`config.mk`:
```
export PLATFORM = sky130hd
export DESIGN_NAME = jtopl_timers
export DESIGN_NICKNAME = d
export VERILOG_FILES = /design/src/rtl/jtopl_timers_pkg.sv /design/src/rtl/jtopl_timers_cnt.sv /design/src/rtl/jtopl_timers.sv
export SDC_FILE = /design/constraint.sdc
export NUM_CORES = 1
export LEC_CHECK = 0
export CORE_MARGIN = 4
export CORE_UTILIZATION = 45
export DETAILED_ROUTE_END_ITERATION = 10
export GPL_TIMING_DRIVEN = 0
export PLACE_DENSITY_LB_ADDON = 0.05
export SLEW_MARGIN = 20
export SYNTH_ARGS = -nofsm -noshare
export SYNTH_HDL_FRONTEND = slang
export SYNTH_SLANG_ARGS = --single-unit
export TNS_END_PERCENT = 100
```
`constraint.sdc`:
```
create_clock -name clk -period 4.4 [get_ports clk]
set_clock_uncertainty 0.05 [all_clocks]
set_input_delay 0.88 -clock clk [delete_from_list [all_inputs] [get_ports clk]]
set_output_delay 0.88 -clock clk [all_outputs]
set_load 0.01 [all_outputs]
```
`src/rtl/jtopl_timers_pkg.sv`:
```
// Shared constants for the OPL timer block.
// Status byte bit positions and a helper to assemble the status byte.
package jtopl_timers_pkg;

    localparam int STAT_IRQ = 7;
    localparam int STAT_FT1 = 6;
    localparam int STAT_FT2 = 5;

    function automatic logic [7:0] status_byte(input logic fa, input logic fb);
        logic [7:0] s;
        s           = 8'h00;
        s[STAT_IRQ] = fa | fb;
        s[STAT_FT1] = fa;
        s[STAT_FT2] = fb;
        return s;
    endfunction

endpackage

```
`src/rtl/jtopl_timers_cnt.sv`:
```
// One OPL timer: 8-bit up-counter with load edge detect,
// sticky flag (clear wins over set) and one-cenop overflow pulse.
module jtopl_timer_cnt (
    input  logic       clk,
    input  logic       rst,
    input  logic       cenop,
    input  logic       tick,
    input  logic [7:0] value,
    input  logic       load,
    input  logic       flagen,
    input  logic       clr_flag,
    output logic       flag,
    output logic       overflow
);

    logic [7:0] cnt;
    logic       load_l;
    logic       start;
    logic       ovf;

    // A start cycle only reloads; it never counts.
    assign start = load & ~load_l;
    assign ovf   = load & tick & ~start & (cnt == 8'hFF);

    always_ff @(posedge clk or posedge rst) begin
        if (rst) begin
            cnt      <= 8'h00;
            load_l   <= 1'b0;
            flag     <= 1'b0;
            overflow <= 1'b0;
        end else if (cenop) begin
            load_l   <= load;
            overflow <= ovf;
            if (start)
                cnt <= value;
            else if (load & tick)
                cnt <= ovf ? value : cnt + 8'd1;
            if (clr_flag)
                flag <= 1'b0;
            else if (ovf & flagen)
                flag <= 1'b1;
        end
    end

endmodule

```
`src/rtl/jtopl_timers.sv`:
```
// OPL Timer A/B block: sample prescaler, two timers, IRQ and status.
// One prescaler step per sample (cenop & zero).
module jtopl_timers
    import jtopl_timers_pkg::*;
#(
    parameter int PRE_A = 4,
    parameter int PRE_B = 16
) (
    input  logic       clk,
    input  logic       rst,
    input  logic       cenop,
    input  logic       zero,
    input  logic [7:0] value_A,
    input  logic [7:0] value_B,
    input  logic       load_A,
    input  logic       load_B,
    input  logic       flagen_A,
    input  logic       flagen_B,
    input  logic       clr_flag_A,
    input  logic       clr_flag_B,
    output logic       flag_A,
    output logic       flag_B,
    output logic       overflow_A,
    output logic       irq_n,
    output logic [7:0] status
);

    localparam int LA = $clog2(PRE_A);

    logic [3:0] pre;
    logic       tick_A;
    logic       tick_B;
    logic       overflow_B;

    always_ff @(posedge clk or posedge rst) begin
        if (rst)
            pre <= 4'd0;
        else if (cenop & zero)
            pre <= pre + 4'd1;
    end

    assign tick_A = cenop & zero & (&pre[LA-1:0]);
    assign tick_B = cenop & zero & (pre == 4'(PRE_B - 1));

    jtopl_timer_cnt u_timer_a (
        .clk      (clk),
        .rst      (rst),
        .cenop    (cenop),
        .tick     (tick_A),
        .value    (value_A),
        .load     (load_A),
        .flagen   (flagen_A),
        .clr_flag (clr_flag_A),
        .flag     (flag_A),
        .overflow (overflow_A)
    );

    // Timer B has no CSM role, so its overflow pulse is left unused.
    jtopl_timer_cnt u_timer_b (
        .clk      (clk),
        .rst      (rst),
        .cenop    (cenop),
        .tick     (tick_B),
        .value    (value_B),
        .load     (load_B),
        .flagen   (flagen_B),
        .clr_flag (clr_flag_B),
        .flag     (flag_B),
        .overflow (overflow_B)
    );

    assign irq_n  = ~(flag_A | flag_B);
    assign status = status_byte(flag_A, flag_B);

    logic unused_ok;
    assign unused_ok = overflow_B;

endmodule

```
==> flow_metrics.env, run 1 <==
export IMPL_coreArea_um2=3390
export IMPL_cts_root_buf="clkbuf_4"
export IMPL_fin_tns_setup_ps=0
export IMPL_cts_buffer_depth=2
export IMPL_cts_resized=0
export IMPL_design_area_um2=2030
export IMPL_hold_path_class="reg -> reg"
export IMPL_worstPathRequired_ps=4570
export IMPL_h_tree_depth=1
export IMPL_yosysTopAreaCell="dfrtp_1"
export IMPL_synthXorXnorAreaFrac_pct=1.64
export IMPL_ir_drop_mv=0.211
export IMPL_nFillCells=299
export IMPL_power_leakage_nw=0.855
export IMPL_synth_top_family_by_area="simple AND/OR/NAND/NOR gates"
export IMPL_critPathKind="in -> reg"
export IMPL_netlist_area_leader_share_pct=38.9
export IMPL_place_area_um2=2000
export IMPL_combPwrFrac_pct=33.7
export IMPL_slew_viol_final=0
export IMPL_relSlewSlack_pct=36.0
export IMPL_diodes=0
export IMPL_cp_top_family="compound AO/OA/AOI/OAI gates"
export IMPL_crit_arrival_ps=2760
export IMPL_p_clk_share_pct=13.8
export IMPL_die_w_um=67.8
export IMPL_synth_common_cells="25 x dfrtp_1, 16 x nand2_1, 12 x nand3_1"
export IMPL_rsz0062_at_grt="false"
export IMPL_period_share_pct=58.9
export IMPL_max_freq_mhz=386
export IMPL_setup_ws_ps=1810
export IMPL_area_growth_pct=26.2
export IMPL_sw_frac_of_total_pct=38.2
export IMPL_p_int_w=0.000464
export IMPL_cap_violations=0
export IMPL_synth_most_common_cell="dfrtp_1"
export IMPL_synthArstFlopShare_pct=100
export IMPL_gp_congestion=0.798
export IMPL_critPathSlowestCell="a21oi_1"
export IMPL_whs_ps=469
export IMPL_netlist_area_um2=1610
export IMPL_synth_area_per_cell_um2=9.23
export IMPL_grt_pass1_vias=1365
export IMPL_hold_viol=0
export IMPL_drc=0
export IMPL_tightest_slew_ps=959
export IMPL_synth_fa_ha_area_share_pct=2.34
export IMPL_critPathBufInv=2
export IMPL_synth_warnings=0
export IMPL_fin_crit_ps=2590
export IMPL_ant_nets=0
export IMPL_status="finished, final reports clean"
export IMPL_yosys_mux_area_fraction_pct=2.57
export IMPL_drive_above_1_share_pct=11.2
export IMPL_ios=38
export IMPL_grt_max_degree=26
export IMPL_synthDistinctLibCells=57
export IMPL_dp_slack_ps=1440
export IMPL_grt_overflow_total=0
export IMPL_postSynthCellCount=174
export IMPL_wl_per_cell_um=14.3
export IMPL_synth_edf_count=0
export IMPL_vias=1423
export IMPL_avgViaCountPerCell=5.47
export IMPL_num_rows=21
export IMPL_synth_compound_area_share_pct=22.1
export IMPL_cts_sinks=25
export IMPL_critical_path_max_stage_delay_ps=580
export IMPL_cp_start_kind="primary input"
export IMPL_cts_inserted_buffers=3
export IMPL_nNetsFinal=244
export IMPL_place_hpwl_um=2930
export IMPL_synthFlopType="dfrtp_1"
export IMPL_drtPass1Iterations=4
export IMPL_clkLatencyLatePin_ps=320
export IMPL_yosys_area_share_simple_pct=24.3
export IMPL_postLayoutCoreUtil_pct=59.8
export IMPL_cts_setup_buffers=0
export IMPL_path_max_fanout=10
export IMPL_synth_seq_cells=25
export IMPL_seq_area_frac_synth_pct=38.9
export IMPL_crit_path_cell_trace="clkdlybuf4s50_1, buf_2, nand2_1, a21oi_1, a21boi_0, o21bai_1"
export IMPL_drt_iter0_drc=64
export IMPL_clkTransAtPathRegs_ps=150
export IMPL_synth_area_leaders="dfrtp_1 39%, nand3_1 3.7%, nand2_1 3.7%"
export IMPL_setup_viol=0
export IMPL_crit_path_end_kind="flop"
export IMPL_grt_pass1_wl_um=6150
export IMPL_cts_tree="done"
export IMPL_die_y_um=67.8
export IMPL_die_area_um2=4590
export IMPL_antenna_found_initial=0
export IMPL_p_seq_share_pct=52.5
export IMPL_portBuffers=32
export IMPL_ctsHoldBuffers=0
export IMPL_track_usage_pct=17.2
export IMPL_routed_wl_um=3710
export IMPL_power_density_nw_per_um2=371
export IMPL_start_util_pct=47.4
export IMPL_power_switching_w=0.000287
-- stage by stage --
stage | instances | power (W)
final | 260 | 0.000751
after global routing | 260 | 0.000813
after CTS | 260 | 0.000761
after detailed placement | 256 | 0.000656
after global placement | 256 | 0.000634
after floorplan | 178 | 0.000567
-- path summary, 6_finish.rpt --
path	depth (start not counted)	to	slack, ps	start
worst min-delay path	1	pre[0]$_DFFE_PP0N_	470	pre[0]$_DFFE_PP0N_
worst max register to register	6	u_timer_a.cnt[5]$_DFFE_PP0P_	2360	u_timer_a.cnt[0]$_DFFE_PP0P_
worst min register to register	1	pre[0]$_DFFE_PP0N_	470	pre[0]$_DFFE_PP0N_
worst max-delay path	6	u_timer_a.cnt[6]$_DFFE_PP0P_	1810	cenop
max in group asynchronous	2	u_timer_b.load_l$_DFFE_PP0P_	2700	rst
min in group asynchronous	2	u_timer_a.cnt[1]$_DFFE_PP0P_	1010	rst
-- power groups by stage --
stage          registers (W)  clock network, W  logic [W]
2_1_floorplan       0.000376                 0   0.000191
3_3_place_gp        0.000393                 0   0.000241
3_5_place_dp        0.000399                 0   0.000256
4_1_cts             0.000394          0.000110   0.000257
5_1_grt             0.000408          0.000118   0.000288
6_report            0.000394          0.000104   0.000253
-- sequential cells by signal, indices dropped and copies added, names as in the netlist --
register and flops:
u_timer_a.load_l 1, u_timer_a.overflow 1, pre 4, u_timer_b.load_l 1, u_timer_a.flag 1, u_timer_a.cnt 8, u_timer_b.cnt 8, u_timer_b.flag 1
-- area by class of cell --
| type | count | area (um2) | area share [%] |
|---|---|---|---|
| inverters | 9 | 33.8 | 1.67 |
| repair buffers | 32 | 320 | 15.8 |
| flip-flops and latches | 25 | 626 | 30.9 |
| well taps | 46 | 57.6 | 2.84 |
| plain buffers | 13 | 92.6 | 4.57 |
| multi-input cells | 131 | 870 | 42.9 |
| clock buffers | 3 | 22.5 | 1.11 |
| clock inverters | 1 | 5.00 | 0.247 |
-- kinds of logic (layout without fill, tap and decap cells) --
| family | Yosys count | count (layout) |
|---|---|---|
| AND/OR/NAND/NOR | 67 | 67 |
| AO/OA/AOI/OAI | 49 | 49 |
| flip-flops | 25 | 25 |
| buffers and inverters | 22 | 58 |
| multiplexers | 4 | 4 |
| adder cells (fa/ha/maj) | 3 | 3 |
| XOR/XNOR | 3 | 3 |
| other | 1 | 5 |
-- layer usage --
metal	vias up	part of all wire [%]	global-route usage, %
met2	26	51	31.1
met4	0	0.78	3.04
met1	672	45	21.9
met5	-	0	0
met3	4	3.5	2.16
li1	721	-	-
-- placed cells by master (no fill, tap or decap), types with 3 or more instances in the layout --
cell and instances:
clkdlybuf4s50_1 32, dfrtp_1 25, nand2_1 16, nand3_1 12, a21oi_1 10, inv_1 9
o21ai_0 9, nor2_1 7, buf_4 7, conb_1 5, and3_1 4, nor3_1 4
o211ai_1 4, nand4_1 3, nor4_1 3, mux2i_1 3, ha_1 3, clkbuf_4 3
(Power assumes the default switching activity.)
==> inputs of run 2 (changes only) <==
==> constraint.sdc (replaced) <==
create_clock -name clk -period 2.2 [get_ports clk]
set_clock_uncertainty 0.05 [all_clocks]
set_input_delay 0.44 -clock clk [delete_from_list [all_inputs] [get_ports clk]]
set_output_delay 0.44 -clock clk [all_outputs]
set_load 0.01 [all_outputs]
==> run 2 against run 1 <==
Against the previous run: worst hold slack is essentially flat; count of clock-buffer cells in the layout unchanged; power rose by 100%; critical endpoint is now irq_n; final cell count unchanged; largest cell class unchanged; non-clock buffer count did not move; clock power rose by 100%; combinational power is 100% higher; sequential power is 100% higher; design area rose by 0.25%; wire length is 0.49% higher; flip-flop and latch count is the same; die area unchanged.
==> flow_metrics.env, run 2 (synthesis gave the netlist of run 1 again) <==
export IMPL_setup_viol=0
export IMPL_cts_sinks=25
export IMPL_highest_layer="met4"
export IMPL_nFillCells=300
export IMPL_coreArea_um2=3390
export IMPL_ctsHoldBuffers=0
export IMPL_final_common_cell="clkdlybuf4s50_1"
export IMPL_crit_arrival_ps=1640
export IMPL_portBuffers=32
export IMPL_die_y_um=67.8
export IMPL_worstPathRequired_ps=1710
export IMPL_p_total_w=0.00151
export IMPL_cts_resized=0
export IMPL_met2WireLength_um=1910
export IMPL_die_w_um=67.8
export IMPL_start_util_pct=47.4
export IMPL_routed_wl_um=3730
export IMPL_cts_inserted_buffers=3
export IMPL_cts_setup_buffers=0
export IMPL_path_max_fanout=4
export IMPL_diodes=0
export IMPL_max_freq_mhz=470
export IMPL_ir_drop_mv=0.423
export IMPL_die_area_um2=4590
export IMPL_drtPass1Iterations=4
export IMPL_cts_root_buf="clkbuf_4"
export IMPL_grt_pass1_vias=1365
export IMPL_drive_above_1_share_pct=12.1
export IMPL_gp_congestion=0.798
export IMPL_seq_area_um2=626
export IMPL_layout_common_cells="32 x clkdlybuf4s50_1, 25 x dfrtp_1, 16 x nand2_1"
export IMPL_cp_start_kind="flop"
export IMPL_critPathSlowestCell="clkdlybuf4s50_1"
export IMPL_cp_top_family="buffers and inverters"
export IMPL_avgViaCountPerCell=5.48
export IMPL_relSlewSlack_pct=36.8
export IMPL_power_leakage_nw=0.858
export IMPL_critical_path_max_stage_delay_ps=520
export IMPL_crit_path_cell_trace="or2_2, inv_1, clkdlybuf4s50_1"
export IMPL_hold_viol=0
export IMPL_rsz0062_at_grt="false"
export IMPL_place_hpwl_um=2930
export IMPL_grt_overflow_total=0
export IMPL_track_usage_pct=17.2
export IMPL_critPathKind="reg -> out"
export IMPL_multi_input_area_um2=873
export IMPL_antenna_found_initial=0
export IMPL_cap_violations=0
export IMPL_tightest_slew_ps=947
export IMPL_top_regs="u_timer_a.cnt: 8 flops, u_timer_b.cnt: 8 flops, pre: 4 flops"
export IMPL_h_tree_depth=1
export IMPL_vias=1426
export IMPL_grt_pass1_wl_um=6150
export IMPL_ant_nets=0
export IMPL_clkTransAtPathRegs_ps=130
export IMPL_postLayoutCoreUtil_pct=59.9
export IMPL_drt_met1_wl_um=1630
export IMPL_wl_per_cell_um=14.3
export IMPL_cts_tree="done"
export IMPL_clkLatencyLatePin_ps=320
export IMPL_hold_path_class="reg -> reg"
export IMPL_critPathBufInv=2
export IMPL_fin_crit_ps=2130
export IMPL_status="finished, final reports clean"
export IMPL_cts_buffer_depth=2
export IMPL_nNetsFinal=244
export IMPL_slew_viol_final=0
export IMPL_area_growth_pct=26.5
export IMPL_drt_iter0_drc=90
export IMPL_power_density_nw_per_um2=741
export IMPL_ios=38
export IMPL_drc=0
export IMPL_met3_length_um=168
export IMPL_num_rows=21
export IMPL_crit_path_end_kind="output port"
export IMPL_grt_max_degree=26
export IMPL_period_share_pct=96.7
## run 2: changes by cell type in the layout (fill, tap and decap cells not counted)
cell,change
a21oi_2,+1
clkbuf_1,-1
clkbuf_2,+1
a21oi_1,-1
## run 2: metal layers
metal | vias up | track usage [%]
met2 | 35 | 31.1
met1 | 673 | 21.9
li1 | 716 | -
met3 | 2 | 2.16
met4 | 0 | 3.04
met5 | - | 0
## run 2: report_power, final
part | switching (W) | total [W] | internal [W] | leakage (nW)
logic | 0.000257 | 0.000507 | 0.000250 | 0.537
clock network | 0.000141 | 0.000209 | 0.0000679 | 0.0177
registers | 0.000178 | 0.000790 | 0.000612 | 0.304
total | 0.000577 | 0.00151 | 0.000929 | 0.858
## run 2: layout make-up
cell class / count / area share (%)
Buffer: 13 / 4.62
Clock inverter: 1 / 0.246
Tap cell: 46 / 2.83
Sequential cell: 25 / 30.8
Inverter: 9 / 1.66
Clock buffer: 3 / 1.11
Multi-Input combinational cell: 131 / 43.0
Timing Repair Buffer: 32 / 15.8
## run 2: final timing paths
path	start	endpoint	slack, ps	cells past startpoint
setup reg to reg	u_timer_a.cnt[0]$_DFFE_PP0P_	u_timer_a.cnt[5]$_DFFE_PP0P_	170	6
min in group asynchronous	rst	u_timer_a.cnt[1]$_DFFE_PP0P_	560	2
max in group asynchronous	rst	u_timer_b.load_l$_DFFE_PP0P_	950	2
hold / removal	pre[0]$_DFFE_PP0N_	pre[0]$_DFFE_PP0N_	470	1
hold reg to reg	pre[0]$_DFFE_PP0N_	pre[0]$_DFFE_PP0N_	470	1
setup / recovery	u_timer_b.flag$_DFFE_PP0P_	irq_n	70	3
## run 2: per-stage QoR
step / cell area (um2) / setup slack (ps) / hold WS, ps / std cells / TNS (ps)
2_1_floorplan: 1620 / 393 / 417 / 178 / 0
3_3_place_gp: 2000 / -265 / 438 / 256 / -1640
3_5_place_dp: 2000 / -323 / 453 / 256 / -2130
4_1_cts: 2030 / 35.4 / 475 / 260 / 0
5_1_grt: 2030 / 3.22 / 511 / 260 / 0
6_report: 2030 / 73.6 / 469 / 260 / 0
==> inputs of run 3 (changes only) <==
--- a/config.mk
+++ b/config.mk
@@ -8,6 +8,7 @@
 export CORE_MARGIN = 4
 export CORE_UTILIZATION = 45
 export DETAILED_ROUTE_END_ITERATION = 10
+export DONT_BUFFER_PORTS = 1
 export GPL_TIMING_DRIVEN = 0
 export PLACE_DENSITY_LB_ADDON = 0.05
 export SLEW_MARGIN = 20
==> constraint.sdc (replaced) <==
create_clock -name clk -period 2 [get_ports clk]
set_clock_uncertainty 0.05 [all_clocks]
set_input_delay 0.4 -clock clk [delete_from_list [all_inputs] [get_ports clk]]
set_output_delay 0.4 -clock clk [all_outputs]
set_load 0.01 [all_outputs]
==> run 3 against run 2 <==
Against the previous run: the flow now finishes with violations (negative hold slack); count of clock-buffer cells in the layout up 1; first-iteration DRC count shrank 42%; sequential share of layout area up 5.1 points; non-clock buffer count down 28; flip-flop and latch count unchanged; design area shrank 14%; core utilization down 8.6 points; final cell count down 11%; setup slack worse by 2.3 ps; global-route usage down 0.35 points; die area did not move; via count down 5.2%.
==> flow_metrics.env, run 3 (synthesis gave the netlist of run 1 again) <==
export IMPL_power_density_nw_per_um2=923
export IMPL_track_usage_pct=16.8
export IMPL_worstPathRequired_ps=2210
export IMPL_power_leakage_nw=0.746
export IMPL_period_share_pct=96.4
export IMPL_die_y_um=67.8
export IMPL_die_w_um=67.8
export IMPL_ant_nets=0
export IMPL_grt_pass1_wl_um=5790
export IMPL_fin_tns_setup_ps=0
export IMPL_avgViaCountPerCell=5.83
export IMPL_ios=38
export IMPL_setup_viol=0
export IMPL_fin_crit_ps=1930
export IMPL_num_rows=21
export IMPL_drt_iter0_drc=52
export IMPL_status="finished, violations left"
export IMPL_cts_root_buf="clkbuf_4"
export IMPL_relSlewSlack_pct=36.9
export IMPL_routed_wl_um=3600
export IMPL_rsz0062_at_grt="false"
export IMPL_portBuffers=0
export IMPL_postLayoutCoreUtil_pct=51.4
export IMPL_layout_common_cells="25 x dfrtp_1, 16 x nand2_1, 12 x nand3_1"
export IMPL_p_total_w=0.00161
export IMPL_final_common_cell="dfrtp_1"
export IMPL_cts_inserted_buffers=3
export IMPL_top_regs="u_timer_a.cnt: 8 flops, u_timer_b.cnt: 8 flops, pre: 4 flops"
export IMPL_ir_drop_mv=0.469
export IMPL_power_switching_w=0.000622
export IMPL_p_int_w=0.000986
export IMPL_drive_above_1_share_pct=15.6
export IMPL_cts_sinks=25
export IMPL_hold_viol=25
export IMPL_stdcell_count=232
export IMPL_crit_arrival_ps=2140
export IMPL_combPwrFrac_pct=31.1
export IMPL_p_seq_share_pct=54.1
export IMPL_ctsHoldBuffers=0
export IMPL_area_growth_pct=8.41
export IMPL_cap_violations=0
export IMPL_setup_ws_ps=71.2
export IMPL_cts_tree="done"
export IMPL_critPathKind="reg -> reg"
export IMPL_p_clk_share_pct=14.9
export IMPL_grt_pass1_vias=1254
export IMPL_place_hpwl_um=2650
export IMPL_whs_ps=-27.3
export IMPL_max_freq_mhz=518
export IMPL_grt_max_degree=26
export IMPL_wl_per_cell_um=15.5
export IMPL_crit_path_end_kind="flop"
export IMPL_start_util_pct=47.4
export IMPL_nNetsFinal=216
export IMPL_path_max_fanout=10
export IMPL_vias=1352
export IMPL_coreArea_um2=3390
export IMPL_dp_cells=224
export IMPL_h_tree_depth=1
export IMPL_tightest_slew_ps=940
export IMPL_hold_path_class="in -> async"
export IMPL_grt_overflow_total=0
export IMPL_drtPass1Iterations=4
export IMPL_slew_viol_final=0
export IMPL_diodes=0
export IMPL_violations="negative hold slack"
export IMPL_dp_slack_ps=-5.82
export IMPL_cts_buffer_depth=2
export IMPL_die_area_um2=4590
export IMPL_antenna_found_initial=0
export IMPL_clkLatencyLatePin_ps=330
export IMPL_drc=0
export IMPL_sw_frac_of_total_pct=38.7
export IMPL_gp_congestion=0.831
export IMPL_clkTransAtPathRegs_ps=150
export IMPL_cp_start_kind="flop"
[run 3: final timing paths]
kind	end	cells after the start	slack, ps	start
max in group asynchronous	u_timer_b.cnt[3]$_DFFE_PP0P_	1	1480	rst
min in group clk	u_timer_a.flag$_DFFE_PP0P_	1	80	clr_flag_A
setup / recovery	u_timer_b.cnt[0]$_DFFE_PP0P_	6	70	pre[0]$_DFFE_PP0N_
hold / removal	u_timer_a.cnt[7]$_DFFE_PP0P_	1	-30	rst
setup reg to reg	u_timer_b.cnt[0]$_DFFE_PP0P_	6	70	pre[0]$_DFFE_PP0N_
hold reg to reg	pre[0]$_DFFE_PP0N_	1	470	pre[0]$_DFFE_PP0N_
[run 3: layer usage]
metal	share of wire, %	vias up	GRT usage [%]
li1	-	669	-
met1	44	639	21.7
met2	50	38	27.2
met3	5.4	6	3.83
met4	1.1	0	6.58
met5	0	-	0
[run 3: worst max-delay path: stages, from the launching register on]
cell      delay (ps)
dfrtp_1          410
ha_2             250
nand4_4          160
a21o_1           220
buf_6            140
or4_1            530
o211ai_2          90
[run 3: area by class of cell]
type,instances,area [um2]
fill,321,1650
multi-input combinational,131,876
sequential,25,626
buffer,13,92.6
tap,46,57.6
inverter,9,33.8
timing repair buffer,4,30.0
clock buffer,4,26.3
[run 3: timing repair]
| item | in CTS | in global routing |
|---|---|---|
| buffers inserted | 1 | 3 |
| endpoints found under the setup margin | 3 | 6 |
| resized for setup | 0 | 2 |
| pin swaps | 2 | 1 |
[run 3: power groups by stage]
stage               clock (W)  sequential, W  combinational, W
global route         0.000264       0.000900          0.000573
CTS                  0.000247       0.000864          0.000497
floorplan                   0       0.000828          0.000419
global placement            0       0.000865          0.000479
detailed placement          0       0.000874          0.000494
finish               0.000239       0.000869          0.000499
[run 3: metrics by stage]
step,area (um2),hold WS (ps)
after global routing,1740,24.3
after CTS,1710,85.5
after global placement,1680,440
after detailed placement,1680,447
final,1740,-27.3
after floorplan,1620,377
